### src/rtl/sm_hex_scan.sv
// Multiplexed hex display scanner: one lit digit at a time with a prescaled
// dwell, frame-synchronous value updates and optional leading-zero blanking.
module sm_hex_scan #(
    parameter int DIGITS   = 8,
    parameter int PRESCALE = 1000
) (
    input  logic                  clk,
    input  logic                  rst,
    input  logic [4*DIGITS-1:0]   value_in,
    input  logic                  load,
    output logic                  busy,
    input  logic                  blank_lz,
    input  logic [DIGITS-1:0]     digit_mask,
    output logic [3:0]            digit,
    output logic [DIGITS-1:0]     anode_en,
    output logic                  blank,
    output logic                  frame_done
);

    localparam int IW = (DIGITS > 2) ? $clog2(DIGITS) : 1;
    localparam int PW = (PRESCALE > 2) ? $clog2(PRESCALE) : 1;

    typedef logic [IW-1:0] idx_t;

    logic [PW-1:0]       pcnt;
    idx_t                idx;
    logic [4*DIGITS-1:0] pending;
    logic [4*DIGITS-1:0] display;
    logic                wrap;

    logic                tick;
    logic                last;
    logic                bnd;
    logic [3:0]          cur;
    logic                en;
    logic                lzrun;
    logic                dark_lz;
    logic                dark;

    assign tick = (pcnt == PW'(PRESCALE - 1));
    assign last = (idx == IW'(DIGITS - 1));
    assign bnd  = tick && last;

    // lzrun accumulates "all nibbles from the top down to i are zero"
    always_comb begin
        cur     = 4'h0;
        en      = 1'b0;
        lzrun   = 1'b1;
        dark_lz = 1'b0;
        for (int i = DIGITS - 1; i >= 0; i--) begin
            lzrun = lzrun && (display[4*i +: 4] == 4'h0);
            if (idx == IW'(i)) begin
                cur     = display[4*i +: 4];
                en      = digit_mask[i];
                dark_lz = blank_lz && (i != 0) && lzrun;
            end
        end
        dark = !en || dark_lz;
    end

    always_ff @(posedge clk) begin
        if (rst) begin
            pcnt       <= '0;
            idx        <= '0;
            pending    <= '0;
            display    <= '0;
            busy       <= 1'b0;
            wrap       <= 1'b0;
            frame_done <= 1'b0;
            digit      <= 4'h0;
            anode_en   <= '0;
            blank      <= 1'b1;
        end else begin
            pcnt <= tick ? '0 : pcnt + 1'b1;
            if (tick) begin
                idx <= last ? '0 : idx + 1'b1;
            end
            // A load landing on the boundary bypasses pending entirely
            if (load && bnd) begin
                display <= value_in;
                busy    <= 1'b0;
            end else if (load) begin
                pending <= value_in;
                busy    <= 1'b1;
            end else if (bnd && busy) begin
                display <= pending;
                busy    <= 1'b0;
            end
            // Delayed one extra stage so it lines up with idx 0 on the outputs
            wrap       <= bnd;
            frame_done <= wrap;
            digit      <= cur;
            anode_en   <= dark ? '0 : (DIGITS'(1) << idx);
            blank      <= dark;
        end
    end

endmodule

### config.mk
export PLATFORM = sky130hd
export DESIGN_NAME = sm_hex_scan
export DESIGN_NICKNAME = d
export VERILOG_FILES = /design/src/rtl/sm_hex_scan.sv
export SDC_FILE = /design/constraint.sdc
export NUM_CORES = 1
export LEC_CHECK = 0
export BUFFER_PORTS_ARGS = -buffer_cell sky130_fd_sc_hd__buf_2
export CAP_MARGIN = 30
export CELL_PAD_IN_SITES_DETAIL_PLACEMENT = 1
export CELL_PAD_IN_SITES_GLOBAL_PLACEMENT = 2
export CORE_ASPECT_RATIO = 1.75
export CORE_MARGIN = 2
export CORE_UTILIZATION = 33
export CTS_CLUSTER_DIAMETER = 40
export DETAILED_ROUTE_END_ITERATION = 8
export PLACE_DENSITY_LB_ADDON = 0.1
export SLEW_MARGIN = 20
export SYNTH_ARGS = -nofsm -noshare
export SYNTH_HDL_FRONTEND = slang
export SYNTH_SLANG_ARGS = --single-unit
### constraint.sdc
create_clock -name clk -period 2.7 [get_ports clk]
set_input_delay 0.81 -clock clk [delete_from_list [all_inputs] [get_ports clk]]
set_output_delay 0.81 -clock clk [all_outputs]
set_load 0.1 [all_outputs]
======== Yosys cells after proc, flatten, opt, wreduce, memory -nomap -nowiden ========
Cells that the tools add are included.
W data, S select, Z words.
word-level totals
  bits in registers ....................... 93
  bits in latches ......................... 0
  bits in writable memories ............... 0
  bits in read-only memories .............. 0
  bits of input ports ..................... 44
  output and inout port bits .............. 15
  logic and storage cells ................. 86
  memories ................................ 0
cells by class
  $add $sub $neg .......................... 2
  multipliers ............................. 0
  div/mod/pow operators ................... 0
  $lt $le $gt $ge ......................... 0
  eq/ne operators ......................... 9
  shifts and indexed selects .............. 1
  multiplexer cells ....................... 30
  bitwise logic cells ..................... 1
  reductions and logical operators ........ 33
operators by type and width
  cell                     count
  $mux W32                 3
  $mux W4                  8
  $logic_not A4 Y1         7
  $mux W1                  18
  $logic_and A1 B1 Y1      16
  $eq A3 B3 Y1 const B     4
  $add A10 B1 Y10 const B  1
  $eq A10 B10 Y1 const B   1
  $shl A1 B3 Y8 const A    1
  $eq A3 B2 Y1 const B     2
  $reduce_or A2 Y1         3
  $reduce_and A2 Y1        2
  $reduce_bool A2 Y1       2
  $add A3 B1 Y3 const B    1
  $eq A3 B1 Y1 const B     1
  $logic_not A3 Y1         1
  $mux W3                  1
  $ne A2 B1 Y1 const B     1
  $logic_not A1 Y1         1
  $logic_or A1 B1 Y1       1
  $not A1 Y1               1

======== Longest topological paths before layout ========
  word-level depth ........................ 12
  depth in mapped cells ................... 8
  mapped depth without buffers ............ 7

======== Least setup slack after synthesis ========
OpenSTA, ideal clock, no wires.
  path type ............................... flip-flop to flip-flop
  from .................................... reg busy
  to ...................................... reg display[10]
  arrival ................................. 2002 ps
  slack ................................... 628 ps
  cell stages (with the launch flop) ...... 7
  path buffers ............................ 2
  cell sequence ........................... dfxtp_1 > nor2_1 > and3b_1 > clkbuf_1 > clkbuf_1 > o221ai_1 > a21oi_1
between the ends
  word-level cells in the longest chain between the ends .. 3
RTL lines
  item                                 RTL line  RTL
  from (decl)                          11        output logic busy,
  from (signal assigned)               67        busy <= 1'b0;
  from (signal assigned)               81        busy <= 1'b0;
  from (signal assigned)               84        busy <= 1'b1;
  $logic_and A1 B1 Y1                  85        end else if (bnd && busy) begin
  $reduce_bool A2 Y1 (no source line)  n/a
  $reduce_and A2 Y1 (no source line)   n/a
  to (signal assigned)                 80        display <= value_in;
  to (signal assigned)                 86        display <= pending;
  to (decl)                            28        logic [4*DIGITS-1:0] display;
No other way between the ends.
A chain may end at the register's enable or synchronous reset.

======== Final worst setup path ========
  from .................................... reg idx[0]
  to ...................................... reg anode_en[3]
between the ends
  word-level cells in the longest chain between the ends .. 12
  elaborated cells on any way between the ends .. 28
  classes of those cells .................. eq/ne: 7; shift: 1; mux: 16; reduce/logical: 4
RTL lines
  item                               RTL line  RTL
  from (decl)                        26        idx_t idx;
  from (signal assigned)             76        idx <= last ? '0 : idx + 1'b1;
  $eq A3 B3 Y1                       52        if (idx == IW'(i)) begin
  $mux W1 (8 in a row)               52
  $logic_not A1 Y1                   58        dark = !en || dark_lz;
  $logic_or A1 B1 Y1                 58
  $reduce_or A2 Y1 (no source line)  n/a
  to (signal assigned)               93        anode_en <= dark ? '0 : (DIGITS'(1) << idx);
  to (decl)                          15        output logic [DIGITS-1:0] anode_en,
Parallel ways exist; a longest one is shown, timed or not.

==> results.py <==
metrics = {
    "timing": {
        "period_share_pct": 81.3,
        "hold_violations": 0,
        "timing_worst_slew_pin_value_ns": 0.770,
        "clock_skew_ns": 0.00893,
        "timing.fmax_mhz": 455,
        "timing.final.setup_violations": 0,
        "setup_repair_after_global_routing_missed_its_margin": "no",
        "timing.slew.headroom_pct": 48.6,
        "drv_slew": 0,
        "tns_ns": 0,
        "hold_worst_slack_ns": 0.446,
        "finalCriticalPeriod_ns": 2.20,
        "finalWorstSetupSlack_ns": 0.504,
    },
    "grt": {
        "track_usage_pct": 19.2,
        "globalRouteOverflowTotal": 0,
        "initial_antenna_violation_count": 0,
        "number_of_global_route_vias_before_repair": 3770,
        "grt_pass1_wl_um": 19600,
        "grt_start_max_net_pins": 70,
    },
    "floorplan": {
        "initial_core_util_pct": 33.8,
        "floorplan.core_area_um2": 12000,
        "boundaryPins": 59,
        "dieArea_um2": 13200,
        "chipHeight_um": 151,
        "num_rows": 53,
        "die_width_um": 87.8,
    },
    "clock_network": {
        "numCtsBuffers": 9,
        "cts_repair_resize_count": 0,
        "postCtsSetupBuffers": 0,
        "htree_num_levels": 3,
        "ctsLongestPathBuffers": 2,
        "postCtsHoldBufs": 0,
        "clk_root_buffer_cell": "sky130_fd_sc_hd__clkbuf_16",
        "clock_insertion_delay_worst_skew_ns": 0.35,
        "clk_pin_slew_worst_paths_ns": 0.07,
        "tritoncts_clock_tree": "built",
        "clkSinkCount": 93,
    },
    "detailed_routing": {
        "vias_per_cell": 5.33,
        "dr.pass1.iters": 4,
        "drt_first_iter_violations": 136,
        "drc_errors": 0,
        "route.vias.total": 3760,
        "wl_per_cell_um": 17.1,
        "ant_nets": 0,
        "postRouteWirelength_um": 12000,
    },
    "yosys": {
        "avgSynthCellArea_um2": 8.22,
        "synthesis.area_um2": 4050,
        "synth_top_cell_by_area": "sky130_fd_sc_hd__dfxtp_1",
        "synth_seq_cells": 93,
        "synth_flop_cell": "sky130_fd_sc_hd__dfxtp_1",
        "synth_top_cells_by_area": "sky130_fd_sc_hd__dfxtp_1, sky130_fd_sc_hd__nand2_1, sky130_fd_sc_hd__a21oi_1",
        "synth.top_cell.area_share_pct": 46.0,
        "yosys.area_share.simple_pct": 21.4,
        "cell_with_the_most_instances_after_synthesis": "sky130_fd_sc_hd__nand2_1",
        "ys_warn_count": 0,
        "synth_async_sr_flop_share_pct": 0,
        "synth_sequential_area_ratio_pct": 46.0,
        "yosysUniqueCellTypes": 50,
        "mappedNetlistNets": 544,
        "synth_cell_count_leaders": "sky130_fd_sc_hd__nand2_1, sky130_fd_sc_hd__dfxtp_1, sky130_fd_sc_hd__a21oi_1",
        "muxShareOfSynthArea_pct": 1.48,
        "instance_count_of_the_mapped_netlist": 493,
        "post_synth_edffs": 0,
        "synth_top_family_by_area": "compound AO/OA/AOI/OAI gates",
        "synthesized_area_fraction_occupied_by_adder_cells_pct": 2.16,
        "yosys.area_share.xor_xnor_pct": 1.73,
        "synth_compound_gate_area_share_pct": 22.7,
    },
    "min_path": {
        "hold_path_class": "register to register",
        "min_from": "wrap$_SDFF_PP0_",
    },
    "setup_path": {
        "critical_path.startpoint_type": "register",
        "setup.worst_path.class": "register to register",
        "endpoint_class_of_the_critical_path": "register",
        "crit-reg2reg-launch": "idx[0]$_SDFFE_PP0P_",
        "cp_data_required_time_ns": 2.94,
        "worst_ep_arrival_time_ns": 2.44,
        "crit_path_start": "idx[0]$_SDFFE_PP0P_",
        "crit_fanout": 11,
    },
    "placement": {
        "place_area_um2": 4490,
        "hpwlAfterDp_um": 8320,
        "detailedPlace.worstSlack_ns": 0.476,
        "port_buffers": 58,
        "finalWeightedCongestion": 0.831,
    },
    "power": {
        "power.leakage_nw": 1.79,
        "p_per_area_nw_per_um2": 597,
        "ir_worst_vdd_v": 0.000345,
    },
    "final_layout": {
        "antenna_cells_inserted": 0,
        "final_design_area_no_fill_um2": 4780,
        "synthToLayoutAreaGrowth_pct": 18.0,
        "design.final.nets": 586,
        "proportion_of_layout_cells_with_a_drive_suffix_above_1_pct": 16.7,
    },
    "outcome": {
        "result_of_the_run": "complete, no violations",
    },
    "flow_run": {
        "max-cap-violations": 0,
    },
}
## flip-flops by register name, indices dropped and copies added (netlist names)
name,count
idx,3
busy,1
wrap,1
display,32
digit,4
pending,32
pcnt,10
blank,1
frame_done,1
anode_en,8
## cell usage in the layout (no fill, tap or decap), types with 2 or more instances in the layout
cell type,count
sky130_fd_sc_hd__a211oi_1,4
sky130_fd_sc_hd__a21o_1,2
sky130_fd_sc_hd__a21oi_1,68
sky130_fd_sc_hd__a221oi_1,5
sky130_fd_sc_hd__a22oi_1,4
sky130_fd_sc_hd__and2_1,3
sky130_fd_sc_hd__and3_1,6
sky130_fd_sc_hd__and4b_1,3
sky130_fd_sc_hd__buf_2,58
sky130_fd_sc_hd__buf_4,12
sky130_fd_sc_hd__clkbuf_16,9
sky130_fd_sc_hd__clkbuf_8,2
sky130_fd_sc_hd__clkinv_1,2
sky130_fd_sc_hd__clkinv_4,2
sky130_fd_sc_hd__dfxtp_1,93
sky130_fd_sc_hd__ha_1,7
sky130_fd_sc_hd__inv_1,5
sky130_fd_sc_hd__inv_6,2
sky130_fd_sc_hd__mux2i_1,6
sky130_fd_sc_hd__nand2_1,116
sky130_fd_sc_hd__nand2b_1,9
sky130_fd_sc_hd__nand3_1,7
sky130_fd_sc_hd__nand3b_1,2
sky130_fd_sc_hd__nor2_1,20
sky130_fd_sc_hd__nor2b_1,2
sky130_fd_sc_hd__nor4_1,7
sky130_fd_sc_hd__o21ai_0,9
sky130_fd_sc_hd__o21ai_1,8
sky130_fd_sc_hd__o221ai_1,32
sky130_fd_sc_hd__or3_1,2
sky130_fd_sc_hd__or4_4,2
sky130_fd_sc_hd__xnor2_1,5
sky130_fd_sc_hd__xor2_1,3
## routing by layer
metal / up-vias / track usage (%) / wire length, µm / part of all wire, %
li1: 1829 / - / - / -
met1: 1849 / 23.4 / 5310 / 44
met2: 63 / 32.8 / 6100 / 51
met3: 19 / 3.51 / 333 / 2.8
met4: 0 / 7.62 / 294 / 2.4
met5: - / 0 / 0 / 0
## layout make-up
cell class	count	area [µm²]
multi-input combinational	353	2010
inverter	8	30.0
sequential	93	1860
timing repair buffer	70	380
tap	165	206
clock buffer	11	253
fill	1460	7220
clock inverter	5	42.5
## cells by family after synthesis
group / count (synthesis)
simple gates: 188
fa+ha+maj: 7
buf+inv: 47
mux: 6
flops: 93
compound gates: 144
xor+xnor: 8
## per-stage QoR
| step | util (%) | total power [W] | cells |
|---|---|---|---|
| floorplan | - | 0.00155 | 493 |
| global placement | 37.4 | 0.00162 | 689 |
| detailed placement | 37.4 | 0.00162 | 689 |
| CTS | 39.8 | 0.00289 | 705 |
| global route | 39.8 | 0.00297 | 705 |
| finish | 39.8 | 0.00285 | 705 |
## worst max-delay path: stages, from the launching register on
cell and delay [ns]:
sky130_fd_sc_hd__dfxtp_1 0.40, sky130_fd_sc_hd__ha_1 0.49, sky130_fd_sc_hd__or3b_1 0.40, sky130_fd_sc_hd__a31oi_1 0.20, sky130_fd_sc_hd__a311oi_1 0.08, sky130_fd_sc_hd__o22a_1 0.28, sky130_fd_sc_hd__o211a_1 0.24
## worst paths after layout
| kind | end | slack [ns] | depth (start not counted) |
|---|---|---|---|
| setup reg to reg | anode_en[3]$_SDFF_PP0_ | 0.50 | 6 |
| setup / recovery | anode_en[3]$_SDFF_PP0_ | 0.50 | 6 |
| hold / removal | frame_done$_SDFF_PP0_ | 0.45 | 1 |
| hold reg to reg | frame_done$_SDFF_PP0_ | 0.45 | 1 |
## report_power, final
group | internal (W) | switching (W)
Combinational | 0.0000544 | 0.000113
Clock | 0.000685 | 0.000579
Sequential | 0.00140 | 0.0000182
(Power assumes the default switching activity.)
